===== src/rtl/mem_req_ctrl_if.sv =====
// Pipeline-side and memory-side signals of the MEM-stage request controller.
// The controller takes the slave view; the pipeline/memory environment takes the master view.
interface mem_req_ctrl_if;
  logic        req_valid;
  logic        req_we;
  logic [2:0]  req_memop;
  logic [63:0] req_addr;
  logic [63:0] req_wdata;
  logic        stall;
  logic        resp_valid;
  logic [63:0] resp_rdata;
  logic        fault;
  logic        mem_req_valid;
  logic        mem_req_ready;
  logic [63:0] mem_addr;
  logic        mem_we;
  logic [7:0]  mem_wmask;
  logic [63:0] mem_wdata;
  logic        mem_resp_valid;
  logic [63:0] mem_rdata;

  modport slave (
    input  req_valid, req_we, req_memop, req_addr, req_wdata,
    input  mem_req_ready, mem_resp_valid, mem_rdata,
    output stall, resp_valid, resp_rdata, fault,
    output mem_req_valid, mem_addr, mem_we, mem_wmask, mem_wdata
  );

  modport master (
    output req_valid, req_we, req_memop, req_addr, req_wdata,
    output mem_req_ready, mem_resp_valid, mem_rdata,
    input  stall, resp_valid, resp_rdata, fault,
    input  mem_req_valid, mem_addr, mem_we, mem_wmask, mem_wdata
  );
endinterface


===== src/rtl/mem_req_ctrl.sv =====
// MEM-stage load/store controller: one doubleword-aligned memory access per request.
// Define MISALIGN_TRAP_EN to fault misaligned accesses instead of rounding the offset down.
module mem_req_ctrl (
  input  logic          clk,
  input  logic          rst,
  mem_req_ctrl_if.slave bus
);
  localparam logic [2:0] MEM_B  = 3'd0;
  localparam logic [2:0] MEM_H  = 3'd1;
  localparam logic [2:0] MEM_W  = 3'd2;
  localparam logic [2:0] MEM_D  = 3'd3;
  localparam logic [2:0] MEM_UB = 3'd4;
  localparam logic [2:0] MEM_UH = 3'd5;
  localparam logic [2:0] MEM_UW = 3'd6;

  typedef enum logic [1:0] {IDLE, REQ, WAIT, DONE} state_t;

  state_t      state, state_n;
  logic [63:0] addr_q, wdata_q, rdata_q;
  logic [7:0]  wmask_q;
  logic        we_q;
  logic [2:0]  off_q;

  logic [2:0]  off_raw, amask, off_eff;
  logic [7:0]  mask_base, wmask_n;
  logic [63:0] wdata_n;
  logic        trap, rd_cap;

  // Low offset bits that must be zero for the access size (size-1).
  always_comb begin
    amask = 3'b000;
    case (bus.req_memop)
      MEM_H, MEM_UH: amask = 3'b001;
      MEM_W, MEM_UW: amask = 3'b011;
      MEM_D:         amask = 3'b111;
      default:       amask = 3'b000;
    endcase
  end

  // Only signed-size store codes produce byte enables; unsigned codes complete with an empty mask.
  always_comb begin
    mask_base = 8'h00;
    case (bus.req_memop)
      MEM_B:   mask_base = 8'h01;
      MEM_H:   mask_base = 8'h03;
      MEM_W:   mask_base = 8'h0F;
      MEM_D:   mask_base = 8'hFF;
      default: mask_base = 8'h00;
    endcase
  end

  always_comb begin
    off_raw = bus.req_addr[2:0];
    off_eff = off_raw & ~amask;
    wmask_n = bus.req_we ? (mask_base << off_eff) : 8'h00;
    wdata_n = bus.req_wdata << {off_eff, 3'b000};
`ifdef MISALIGN_TRAP_EN
    trap    = |(off_raw & amask);
`else
    trap    = 1'b0;
`endif
  end

  assign rd_cap = bus.mem_resp_valid &&
                  ((state == REQ && bus.mem_req_ready) || state == WAIT);

  always_ff @(posedge clk) begin
    if (!rst) state <= IDLE;
    else      state <= state_n;
  end

  always_comb begin
    state_n = state;
    case (state)
      IDLE: if (bus.req_valid)       state_n = trap ? DONE : REQ;
      REQ:  if (bus.mem_req_ready)   state_n = bus.mem_resp_valid ? DONE : WAIT;
      WAIT: if (bus.mem_resp_valid)  state_n = DONE;
      DONE:                          state_n = IDLE;
      default:                       state_n = IDLE;
    endcase
  end

  always_comb begin
    bus.mem_req_valid = 1'b0;
    bus.resp_valid    = 1'b0;
    bus.stall         = bus.req_valid;
    case (state)
      REQ:  bus.mem_req_valid = 1'b1;
      DONE: begin
        bus.resp_valid = 1'b1;
        bus.stall      = 1'b0;
      end
      default: ;
    endcase
  end

  // Request fields are latched once at accept so they stay stable through REQ.
  always_ff @(posedge clk) begin
    if (!rst) begin
      addr_q  <= '0;
      wdata_q <= '0;
      wmask_q <= '0;
      we_q    <= 1'b0;
      off_q   <= '0;
      rdata_q <= '0;
    end else begin
      if (state == IDLE && bus.req_valid) begin
        addr_q  <= {bus.req_addr[63:3], 3'b000};
        wdata_q <= wdata_n;
        wmask_q <= wmask_n;
        we_q    <= bus.req_we;
        off_q   <= off_eff;
      end
      if (rd_cap) rdata_q <= bus.mem_rdata >> {off_q, 3'b000};
    end
  end

`ifdef MISALIGN_TRAP_EN
  logic fault_q;
  always_ff @(posedge clk) begin
    if (!rst)                              fault_q <= 1'b0;
    else if (state == IDLE && bus.req_valid) fault_q <= trap;
  end
  assign bus.fault = fault_q && (state == DONE);
`else
  assign bus.fault = 1'b0;
`endif

  assign bus.mem_addr   = addr_q;
  assign bus.mem_wdata  = wdata_q;
  assign bus.mem_wmask  = wmask_q;
  assign bus.mem_we     = we_q;
  assign bus.resp_rdata = rdata_q;
endmodule


===== src/flat_wrapper.sv =====
// flat-port wrapper written by rule: the top's interface ports become plain ports
module mem_req_ctrl_flat 
  (clk, rst, bus_req_valid, bus_req_we, bus_req_memop, bus_req_addr, bus_req_wdata, bus_mem_req_ready, bus_mem_resp_valid, bus_mem_rdata, bus_stall, bus_resp_valid, bus_resp_rdata, bus_fault, bus_mem_req_valid, bus_mem_addr, bus_mem_we, bus_mem_wmask, bus_mem_wdata);
  mem_req_ctrl_if bus_i ();
  input  logic clk;
  input  logic rst;
  input wire logic [$bits(bus_i.req_valid)-1:0] bus_req_valid;
  input wire logic [$bits(bus_i.req_we)-1:0] bus_req_we;
  input wire logic [$bits(bus_i.req_memop)-1:0] bus_req_memop;
  input wire logic [$bits(bus_i.req_addr)-1:0] bus_req_addr;
  input wire logic [$bits(bus_i.req_wdata)-1:0] bus_req_wdata;
  input wire logic [$bits(bus_i.mem_req_ready)-1:0] bus_mem_req_ready;
  input wire logic [$bits(bus_i.mem_resp_valid)-1:0] bus_mem_resp_valid;
  input wire logic [$bits(bus_i.mem_rdata)-1:0] bus_mem_rdata;
  output wire logic [$bits(bus_i.stall)-1:0] bus_stall;
  output wire logic [$bits(bus_i.resp_valid)-1:0] bus_resp_valid;
  output wire logic [$bits(bus_i.resp_rdata)-1:0] bus_resp_rdata;
  output wire logic [$bits(bus_i.fault)-1:0] bus_fault;
  output wire logic [$bits(bus_i.mem_req_valid)-1:0] bus_mem_req_valid;
  output wire logic [$bits(bus_i.mem_addr)-1:0] bus_mem_addr;
  output wire logic [$bits(bus_i.mem_we)-1:0] bus_mem_we;
  output wire logic [$bits(bus_i.mem_wmask)-1:0] bus_mem_wmask;
  output wire logic [$bits(bus_i.mem_wdata)-1:0] bus_mem_wdata;
  assign bus_i.req_valid = bus_req_valid;
  assign bus_i.req_we = bus_req_we;
  assign bus_i.req_memop = bus_req_memop;
  assign bus_i.req_addr = bus_req_addr;
  assign bus_i.req_wdata = bus_req_wdata;
  assign bus_i.mem_req_ready = bus_mem_req_ready;
  assign bus_i.mem_resp_valid = bus_mem_resp_valid;
  assign bus_i.mem_rdata = bus_mem_rdata;
  assign bus_stall = bus_i.stall;
  assign bus_resp_valid = bus_i.resp_valid;
  assign bus_resp_rdata = bus_i.resp_rdata;
  assign bus_fault = bus_i.fault;
  assign bus_mem_req_valid = bus_i.mem_req_valid;
  assign bus_mem_addr = bus_i.mem_addr;
  assign bus_mem_we = bus_i.mem_we;
  assign bus_mem_wmask = bus_i.mem_wmask;
  assign bus_mem_wdata = bus_i.mem_wdata;
  mem_req_ctrl u_core (.clk(clk), .rst(rst), .bus(bus_i));
endmodule

===== config.mk =====
export PLATFORM = sky130hd
export DESIGN_NAME = mem_req_ctrl_flat
export DESIGN_NICKNAME = d
export VERILOG_FILES = /design/src/rtl/mem_req_ctrl_if.sv /design/src/rtl/mem_req_ctrl.sv /design/src/flat_wrapper.sv
export SDC_FILE = /design/constraint.sdc
export NUM_CORES = 1
export LEC_CHECK = 0
export BUFFER_PORTS_ARGS = -buffer_cell sky130_fd_sc_hd__buf_2
export CORE_UTILIZATION = 40
export DETAILED_ROUTE_END_ITERATION = 10
export GPL_TIMING_DRIVEN = 0
export PLACE_DENSITY = 0.67
export SLEW_MARGIN = 20
export SYNTH_ARGS = -nofsm -noshare
export SYNTH_HDL_FRONTEND = slang
export SYNTH_SLANG_ARGS = --single-unit

===== constraint.sdc =====
create_clock -name clk -period 2.8 [get_ports clk]
set_clock_uncertainty 0.15 [all_clocks]
set_input_delay 0.14 -clock clk [delete_from_list [all_inputs] [get_ports clk]]
set_output_delay 0.14 -clock clk [all_outputs]
set_load 0.005 [all_outputs]

==> results of run 1 <==
## registers in the layout (all words and copies together), names as in the netlist
register               count
u_core.bus.mem_wdata      64
u_core.bus.resp_rdata     64
u_core.bus.mem_addr       61
u_core.bus.mem_wmask       8
u_core.off_q               3
u_core.state               2
u_core.bus.mem_we          1
## layout make-up
type,instances,area (um2)
flip-flops and latches,203,4064
clock buffers,35,733.2
clock inverters,9,107.6
fillers,2407,11000
repair buffers,510,3113
multi-input cells,906,5926
well taps,335,419.2
plain buffers,117,571.8
inverters,13,48.80
## power by group through the flow
stage          clock [mW]  combinational, mW  sequential, mW
2_1_floorplan           0               2.08            3.84
3_3_place_gp            0               3.81            3.81
3_5_place_dp            0               3.82            3.83
4_1_cts              3.37               3.97            3.77
5_1_grt              3.48               4.37            3.84
6_report             3.32               4.07            3.79
## worst min-delay path by stage
| stage | startpoint | endpoint | slack, ps | cells past startpoint |
|---|---|---|---|---|
| after global placement | bus_req_addr[17] | u_core.bus.mem_addr[17]$_SDFFE_PN0P_ | 230 | 3 |
| after floorplan | bus_req_addr[10] | u_core.bus.mem_addr[10]$_SDFFE_PN0P_ | 130 | 2 |
| after global routing | bus_req_wdata[42] | u_core.bus.mem_wdata[42]$_SDFFE_PN0P_ | 20 | 4 |
| after CTS | bus_req_wdata[17] | u_core.bus.mem_wdata[41]$_SDFFE_PN0P_ | 0.7 | 4 |
| after detailed placement | bus_req_addr[18] | u_core.bus.mem_addr[18]$_SDFFE_PN0P_ | 240 | 3 |
| final | bus_mem_req_ready | u_core.state[1]$_SDFFE_PN0P_ | 10 | 4 |
## cells by family after synthesis
logic type,count (synthesis),synth area share
multiplexers,107,0.1618
adder cells (fa/ha/maj),5,0.005909
AND/OR/NAND/NOR,453,0.1864
flip-flops,203,0.3838
other,1,0.0003542
buffers and inverters,131,0.05850
AO/OA/AOI/OAI,337,0.2033
## worst min-delay path: cells and delay by family
family | cells | cell delay [ps]
muxes | 1 | 160
and+or+nand+nor | 1 | 70
buffers and inverters | 1 | 100
AOI/OAI and AO/OA | 1 | 170
## cell usage in the layout, fill, tap and decap left out, types with 4 or more instances in the layout
cell type and instances:
buf_2 419, nand2_1 223, dfxtp_1 203, a21oi_1 132, dlygate4sd3_1 112, nor2_1 109
clkbuf_1 72, o21ai_0 54, mux2i_1 53, mux4_2 51, a211oi_1 28, nand3_1 27
nor3_1 26, a22oi_1 25, clkbuf_16 25, a31oi_1 16, a311oi_1 16, a221oi_1 14
and3_1 13, inv_1 12, nor2b_1 12, nand4_1 11, buf_4 8, buf_6 8
o22ai_1 8, o221a_2 8, a32oi_1 8, a2bb2oi_1 8, nor4_1 7, clkbuf_8 7
buf_1 6, or3_1 5, ha_1 5, nand2b_1 4, clkbuf_2 4, conb_1 4
clkinv_2 4
## timing repair
action / CTS / global route
hold endpoints to repair: 130 / 0
gates resized for setup: 3 / 5
endpoints found under the setup margin: 40 / 39
hold buffers: 112 / 0
## layer usage
metal	wire, um	vias up	part of all wire
li1	-	5562	-
met1	19260	5987	0.38
met2	23190	817	0.46
met3	5254	181	0.10
met4	2619	0	0.052
met5	0	-	0
==> impl_results.md, run 1 <==
- Status: complete, no violations
- Clock buffer depth: 3
- GPL Wtd Cong: 0.9867
- CTS tree: yes
- Reg2reg end: u_core.bus.resp_rdata[10]$_SDFFE_PN0P_
- Part of the power in the clock network: 0.297
- CP Launch Point: u_core.off_q[1]$_SDFFE_PN0P_
- Synth-to-Final Area Change: 41.51%
- WP depth: 7
- Post-detail-place hpwl: 36.80 mm
- Post-synth top flop: dfxtp_1
- TritonCTS buffer count: 24
- Worst Tran Pin Value: 1037 ps
- M1 GR Usage: 0.4396
- Clock Pin Slew Worst Setup and Hold Paths: 60 ps
- Post-synth top cells: nand2_1 (223), dfxtp_1 (203), a21oi_1 (132)
- CP max-delay cell: o21ai_0
- Critical Path End Type: flip-flop
- TNS Setup: 0 ps
- DRT Wirelength: 50.32 mm
- Row Count: 59
- CP peak stage delay: 620 ps
- Post-Place Worst Slack: -300.2 ps
- Crit path DAT: 2970 ps
- Crit-path most repeated cell: buf_2
- Final hold violations: 0
- Yosys reg bits: 203
- Peak VDD IR: 0.5642 mV
- Largest delay share family, worst path: buffers and inverters
- GRT Util Overall: 0.3570
- Power density cells: 746.2 nW/um2
- Synth top area share: 0.3838
- Drt first-iter violations: 1342
- First-pass GRT wire length: 72.35 mm
- Hold Crit Class: primary input to flip-flop
- Setup Fix Bufs, Post-CTS: 0
- Net Sw Power: 4.150 mW
- Finished Layout Cells: 2128
- Min Tclk post-route: 2695 ps
- Post-Syn Area: 10590 um2
- Reg2reg path depth: 7
- Worst Setup Start Kind: flip-flop
- Synth unique cells: 60
- Crit-path max FO: 10
- Largest net degree at the start of global routing: 14
- Total chip power: 11.18 mW
- Switching share of power: 0.3712
- Die Height: 164.7 um
- Layout cells sized above 1: 0.3107
- Initial antenna violation count: 1
- Vias in the first global route: 11880
- Worst setup margin: 105.1 ps
- Largest area contributor in the netlist: dfxtp_1
- Int Pwr: 7.030 mW
- Reg power frac: 0.339
- Synth area leaders: dfxtp_1 (38%), mux4_2 (11%), nand2_1 (7.9%)
- Maxcap violations: 0
- Routed vias/inst: 5.896
- Initial cell density of the core: 0.4075
- Full die area: 27120 um2
- CP Capture Point: u_core.bus.resp_rdata[10]$_SDFFE_PN0P_
- Final instance area: 14980 um2
- Final slew viol count: 0
- Root Buffer: clkbuf_16
- WL/cell: 23.65 um
- Crit-path cells: buf_2 -> buf_2 -> buf_2 -> mux2i_1 -> o21ai_0 -> nand2_1 -> a311oi_1
- Core ar.: 25980 um2
- CTS H-tree lvls: 1
- Global Route met2 Usage: 0.5812
- Placed Area: 13010 um2
- R2r setup slk: 110 ps
- Post-synth EDFFs: 0
- Nets@finish: 1981
- Sink Count: 203
- # DRC: 0
- Final worst path period share: 0.9625
- Syn Inst Count: 1237
- Crit path kind: flip-flop to flip-flop
- Synth warnings: 0
- Die span in x: 164.7 um
- Critical Path RT: 3070 ps
- Busiest metal layer after global routing: met2
- Reg-to-Reg Start: u_core.off_q[1]$_SDFFE_PN0P_
- Util after Layout: 0.5766
- Count leader, synth: nand2_1
- Worst-skew pair later-pin latency: 510 ps
- Setup violators final: 0
- Syn avg cell area: 8.559 um2
- FMAX: 371.1 MHz
- Combinational power share: 0.364
- Placed Cells: 1973
- PortBufs: 398
- Hold Slack: 10.90 ps
- Leakage: 6.575 nW
- ANT nets after route: 0
- WP buf/inv: 3
- Max_slew headroom: 0.3034
- DR vias: 12550
- RSZ-0062 raised after global routing: false
- Async SR Flop Fraction: 0
- Overflow after GRT: 0
- Met3 Track Usage GR: 0.08488
- Io pins: 406
- DRT Pass-1 Iters: 6
- Ant. Diodes: 0
- Register area share after synthesis: 0.3838
Note: power is estimated with default switching activity, not from simulation.
==> inputs of run 2 (changes only) <==
==> constraint.sdc (replaced) <==
create_clock -name clk -period 2.8 [get_ports clk]
set_clock_uncertainty 0.15 [all_clocks]
set_input_delay 0.28 -clock clk [delete_from_list [all_inputs] [get_ports clk]]
set_output_delay 0.28 -clock clk [all_outputs]
set_load 0.005 [all_outputs]
==> impl_results.md, run 2 (synthesis gave the netlist of run 1 again) <==
- Hold Crit Class: primary input to flip-flop
- CTS tree: yes
- GPL Wtd Cong: 0.9867 (unchanged)
- CTS H-tree lvls: 1 (unchanged)
- Sink Count: 203 (unchanged)
- Final worst path period share: 0.9668 (+0.004333)
- Area of the multi-input gates: 5919 um2 (-0.11%)
- Clock Pin Slew Worst Setup and Hold Paths: 70 ps (about the same)
- Initial cell density of the core: 0.4075 (unchanged)
- Worst Tran Pin Value: 1020 ps (-17.08 ps)
- Most common cell after layout, fill and taps aside: buf_2
- Setup violators final: 0 (unchanged)
- Die span in x: 164.7 um (unchanged)
- Layout cells sized above 1: 0.3168 (+0.006157)
- Hold path depth: 3 (-1)
- Nets@finish: 1943 (-1.9%)
- FMAX: 369.4 MHz (-0.45%)
- Max_slew headroom: 0.3160 (+0.01260)
- Critical Path RT: 3080 ps (about the same)
- Io pins: 406 (unchanged)
- Core ar.: 25980 um2 (unchanged)
- Overflow after GRT: 0 (unchanged)
- First-pass GRT wire length: 71.86 mm (-0.69%)
- PortBufs: 398 (unchanged)
- Maxcap violations: 0 (unchanged)
- CP max-delay cell: clkbuf_1
- GRT Util Overall: 0.3551 (-0.001839)
- Hold EP: u_core.bus.mem_wdata[5]$_SDFFE_PN0P_
- TNS Setup: 0 ps (unchanged)
- Routed vias/inst: 5.909 (+0.22%)
- Die Height: 164.7 um (unchanged)
- Setup Fix Bufs, Post-CTS: 0 (unchanged)
- R2r setup slk: 90 ps (about the same)
- DRT Wirelength: 49.85 mm (-0.95%)
- Crit path DAT: 2980 ps (about the same)
- # DRC: 0 (unchanged)
- TritonCTS buffer count: 24 (unchanged)
- Min Tclk post-route: 2707 ps (+12.13 ps)
- Util after Layout: 0.5615 (-0.01512)
- Ant. Diodes: 0 (unchanged)
- Root Buffer: clkbuf_16
- Crit path kind: flip-flop to flip-flop
- Power density cells: 763.0 nW/um2 (+2.3%)
- Row Count: 59 (unchanged)
- Largest net degree at the start of global routing: 14 (unchanged)
- DRT Pass-1 Iters: 7 (+1)
- Reg2reg end: u_core.bus.mem_wdata[44]$_SDFFE_PN0P_
- Leakage: 6.418 nW (-2.4%)
- Final slew viol count: 0 (unchanged)
- ANT nets after route: 0 (unchanged)
- FF/Latch Area: 4064 um2 (unchanged)
- Vias in the first global route: 11690 (-1.6%)
- WL/cell: 23.85 um (+0.85%)
- Worst Setup Start Kind: flip-flop
- Crit-path cells: inv_1 -> ha_1 -> and2_1 -> o221ai_1 -> clkbuf_1 -> o21ai_0 -> o221a_2
- Fillers: 2443 (+1.5%)
- Critical Path End Type: flip-flop
- Worst-skew pair later-pin latency: 510 ps (about the same)
- Commonest non-fill, non-tap cells in the layout: buf_2 (419), nand2_1 (223), dfxtp_1 (203)
- Reg-to-Reg Start: u_core.state[1]$_SDFFE_PN0P_
- Status: complete, no violations
- Initial antenna violation count: 0 (-1)
- Clock buffer depth: 3 (unchanged)
- HP Start: bus_req_wdata[5]
- Drt first-iter violations: 1415 (+5.4%)
- Full die area: 27120 um2 (unchanged)
- DR vias: 12350 (-1.6%)
- Crit-path max FO: 10 (unchanged)
- Peak VDD IR: 0.5563 mV (-1.4%)
- Reg2reg path depth: 7 (unchanged)
- RSZ-0062 raised after global routing: false
- CP peak stage delay: 700 ps (+80 ps)
- Synth-to-Final Area Change: 37.80%
- Post-detail-place hpwl: 36.80 mm (unchanged)
- Final hold violations: 0 (unchanged)
run 2: worst max path at each step:
stage	start	end	slack (ps)	cells after the start
2_1_floorplan	u_core.state[1]$_SDFFE_PN0P_	u_core.bus.resp_rdata[32]$_SDFFE_PN0P_	870	8
3_3_place_gp	u_core.state[0]$_SDFFE_PN0P_	u_core.bus.mem_addr[60]$_SDFFE_PN0P_	-300	8
3_5_place_dp	u_core.state[0]$_SDFFE_PN0P_	u_core.bus.mem_addr[60]$_SDFFE_PN0P_	-300	8
4_1_cts	u_core.state[1]$_SDFFE_PN0P_	u_core.off_q[1]$_SDFFE_PN0P_	40	7
5_1_grt	u_core.state[1]$_SDFFE_PN0P_	u_core.bus.mem_wdata[44]$_SDFFE_PN0P_	40	7
6_report	u_core.state[1]$_SDFFE_PN0P_	u_core.bus.mem_wdata[44]$_SDFFE_PN0P_	90	7
run 2: area by class of cell:
class,count,share of cell area
multi-input combinational,906,0.4057
sequential,203,0.2785
timing repair buffer,471,0.1866
clock buffer,35,0.05025
buffer,118,0.03945
tap,335,0.02873
clock inverter,9,0.007375
inverter,13,0.003344
run 2: routing by layer:
metal  global-route usage  routed length (um)  part of all wire  vias up
li1                     -                   -                 -     5491
met1               0.4467               19170              0.38     5856
met2               0.5747               22890              0.46      846
met3              0.07609                5259              0.11      157
met4               0.1751                2527             0.051        0
met5                    0                   0                 0        -
run 2: through the flow:
stage	power (mW)	hold slack [ps]	worst slack, ps	instances	area [um2]
detailed placement	7.652	293.0	-300.2	1973	13010
global route	11.65	40.10	43.89	2090	14590
floorplan	5.922	266.0	874.5	1240	10600
finish	11.13	22.64	92.96	2090	14590
global placement	7.627	287.9	-297.9	1973	13010
CTS	11.07	3.290	39.60	2090	14590
run 2: report_power, final:
group          internal (mW)  switching [mW]  total [mW]
registers               3.46           0.327        3.79
clock network           2.01            1.32        3.33
logic                   1.52            2.49        4.01
run 2: what timing repair did:
item,in CTS,in global routing
setup endpoints to repair,40,36
hold buffers,73,0
resized for setup,3,4
gates cloned,0,0
endpoints found under the hold margin,80,0
run 2: critical path, delay by kind of cell, from the launching register on:
kind	cells	cell delay (ps)
flip-flops	1	410
buffers and inverters	2	810
AO/OA/AOI/OAI	3	790
AND/OR/NAND/NOR	1	220
adder cells (fa/ha/maj)	1	230
==> inputs of run 3 (changes only) <==
Settings changed: BUFFER_PORTS_ARGS -buffer_cell sky130_fd_sc_hd__buf_2 to -buffer_cell sky130_fd_sc_hd__buf_4, CORE_AREA set to 2 2 159 161, CORE_UTILIZATION 40 to not set, DIE_AREA set to 0 0 161 163, PLACE_DENSITY 0.67 to 0.72.
==> impl_results.md, run 3 (synthesis gave the netlist of run 1 again) <==
- Nets@finish: 1948 (+0.26%)
- Layout cells sized above 1: 0.3134 (-0.003385)
- Int Pwr: 7.049 mW (+0.86%)
- GRT Util Overall: 0.3623 (+0.007165)
- Synth-to-Final Area Change: 46.68%
- Post-detail-place hpwl: 37.59 mm (+2.1%)
- Worst Tran Pin Value: 827.2 ps (-192.7 ps)
- Peak VDD IR: 0.5146 mV (-7.5%)
- Hold Slack: 22.10 ps (-0.5398 ps)
- Placed Cells: 1968 (-0.25%)
- FF/Latch Area: 4064 um2 (unchanged)
- Area of the multi-input gates: 5919 um2 (unchanged)
- Vias in the first global route: 11840 (+1.3%)
- Overflow after GRT: 0 (unchanged)
- Critical Path End Type: flip-flop
- Hold Crit Class: primary input to flip-flop
- Crit path DAT: 2890 ps (-90 ps)
- Post-Place Worst Slack: -131.1 ps (+169.0 ps)
- ANT nets after route: 0 (unchanged)
- PortBufs: 398 (unchanged)
- Worst Setup Start Kind: flip-flop
- Reg2reg path depth: 7 (unchanged)
- Fillers: 2145 (-12%)
- Status: complete, no violations
- First-pass GRT wire length: 72.46 mm (+0.84%)
- Min Tclk post-route: 2632 ps (-75.45 ps)
- WL/cell: 23.95 um (+0.42%)
- Final hold violations: 0 (unchanged)
- CTS H-tree lvls: 1 (unchanged)
- Die span in x: 161 um (-2.2%)
- Clock buffer depth: 3 (unchanged)
- RSZ-0062 raised after global routing: false
- Routed vias/inst: 5.966 (+0.96%)
- Drt first-iter violations: 1511 (+6.8%)
- Setup violators final: 0 (unchanged)
- Row Count: 58 (-1.7%)
- HP Start: bus_mem_resp_valid
- CP max-delay cell: clkbuf_1
- GPL Wtd Cong: 1.047 (+6.1%)
- Io pins: 406 (unchanged)
- CTS tree: yes
- CP peak stage delay: 640 ps (-60 ps)
- Crit path kind: flip-flop to flip-flop
- Final worst path period share: 0.9399 (-0.02695)
- Maxcap violations: 0 (unchanged)
- Switching share of power: 0.3690 (-0.003243)
- Util after Layout: 0.6294 (+0.06792)
- Initial antenna violation count: 0 (unchanged)
- FMAX: 380.0 MHz (+2.9%)
- Hold EP: u_core.state[0]$_SDFFE_PN0P_
- Worst setup margin: 168.4 ps (+75.45 ps)
- Clock Pin Slew Worst Setup and Hold Paths: 60 ps (about the same)
- R2r setup slk: 170 ps (+80 ps)
- Most common cell after layout, fill and taps aside: buf_4
- Crit-path max FO: 10 (unchanged)
- Ant. Diodes: 0 (unchanged)
- Worst-skew pair later-pin latency: 520 ps (about the same)
- Largest delay share family, worst path: compound AO/OA/AOI/OAI gates
- Max_slew headroom: 0.4443 (+0.1283)
- Part of the power in the clock network: 0.266 (-0.033)
- Reg power frac: 0.343 (+0.002)
- Leakage: 6.561 nW (+2.2%)
- Power density cells: 719.3 nW/um2 (-5.7%)
- WP buf/inv: 2 (unchanged)
- DRT Wirelength: 50.01 mm (+0.32%)
- Full die area: 26240 um2 (-3.2%)
- DR vias: 12460 (+0.87%)
- Die Height: 163 um (-1.0%)
- Finished Layout Cells: 2088 (-0.096%)
- Reg2reg end: u_core.bus.mem_wdata[44]$_SDFFE_PN0P_
- TNS Setup: 0 ps (unchanged)
- Sink Count: 203 (unchanged)
- Critical Path RT: 3060 ps (-20 ps)
- Final slew viol count: 0 (unchanged)
- DRT Pass-1 Iters: 6 (-1)
- Net Sw Power: 4.122 mW (-0.53%)
- Crit-path cells: inv_1 -> ha_1 -> and2_1 -> o221ai_1 -> clkbuf_1 -> o21ai_0 -> o221a_2
- Combinational power share: 0.392 (+0.032)
- Root Buffer: clkbuf_16
- # DRC: 0 (unchanged)
- Hold path depth: 3 (unchanged)
- Initial cell density of the core: 0.4291 (+0.02165)
- Core ar.: 24670 um2 (-5.0%)
- Reg-to-Reg Start: u_core.state[1]$_SDFFE_PN0P_
- Commonest non-fill, non-tap cells in the layout: buf_4 (406), nand2_1 (223), dfxtp_1 (203)
- Largest net degree at the start of global routing: 14 (unchanged)
- TritonCTS buffer count: 23 (-4.2%)
==> run 3: cell types whose count changed in the layout (fill, tap and decap cells not counted) <==
cell / previous run / this run
dlygate4sd3_1: 73 / 79
bufinv_16: 2 / 1
buf_4: 8 / 406
clkinv_2: 4 / 1
inv_8: 1 / 0
clkbuf_16: 25 / 23
clkbuf_1: 73 / 75
clkinv_4: 0 / 3
buf_2: 419 / 21
clkbuf_2: 4 / 6
clkinvlp_4: 1 / 2
clkbuf_8: 7 / 3
==> run 3: worst max-delay path by stage <==
stage                                 start                                      to  slack, ps  cells after the start
3_5_place_dp   u_core.state[0]$_SDFFE_PN0P_            u_core.off_q[0]$_SDFFE_PN0P_       -130                      8
5_1_grt        u_core.state[1]$_SDFFE_PN0P_    u_core.bus.mem_addr[45]$_SDFFE_PN0P_         60                      8
4_1_cts        u_core.state[0]$_SDFFE_PN0P_   u_core.bus.mem_wdata[19]$_SDFFE_PN0P_         10                      8
6_report       u_core.state[1]$_SDFFE_PN0P_   u_core.bus.mem_wdata[44]$_SDFFE_PN0P_        170                      7
2_1_floorplan  u_core.state[1]$_SDFFE_PN0P_  u_core.bus.resp_rdata[32]$_SDFFE_PN0P_        870                      8
3_3_place_gp   u_core.state[0]$_SDFFE_PN0P_            u_core.off_q[0]$_SDFFE_PN0P_        -80                      8
==> run 3: area by class of cell <==
| cell class | instances | share of cell area |
|---|---|---|
| flip-flops and latches | 203 | 0.2617 |
| well taps | 330 | 0.02659 |
| multi-input cells | 906 | 0.3812 |
| clock inverters | 8 | 0.005479 |
| inverters | 13 | 0.003142 |
| clock buffers | 33 | 0.04141 |
| repair buffers | 477 | 0.2433 |
| plain buffers | 118 | 0.03722 |
==> run 3: repair_timing <==
item | in CTS | in global routing
endpoints found under the hold margin | 99 | 0
setup buffers | 0 | 0
resized for setup | 2 | 9
hold buffers | 79 | 0
endpoints found under the setup margin | 52 | 50
==> run 3: routing by layer <==
metal	up-vias	GRT usage	wire length [um]
li1	5495	-	-
met1	5864	0.4400	18270
met2	917	0.6155	23440
met3	181	0.07920	5387
met4	0	0.1676	2914
met5	-	0	0
==> run 3: power groups by stage <==
stage	combinational, mW	sequential (mW)	clock, mW
after detailed placement	4.18	3.86	0
final	4.38	3.83	2.97
after global placement	4.14	3.85	0
after global routing	4.66	3.87	3.10
after CTS	4.28	3.81	2.98
after floorplan	2.08	3.84	0
==> run 3: worst min-delay path: stages <==
cell	delay [ps]
buf_4	100
a2111oi_0	80
a211oi_1	190
==> run 3: stage by stage <==
stage	total power [mW]	cell area [um2]
2_1_floorplan	5.922	10600
3_3_place_gp	7.995	14000
3_5_place_dp	8.037	14000
4_1_cts	11.07	15520
5_1_grt	11.64	15530
6_report	11.17	15530
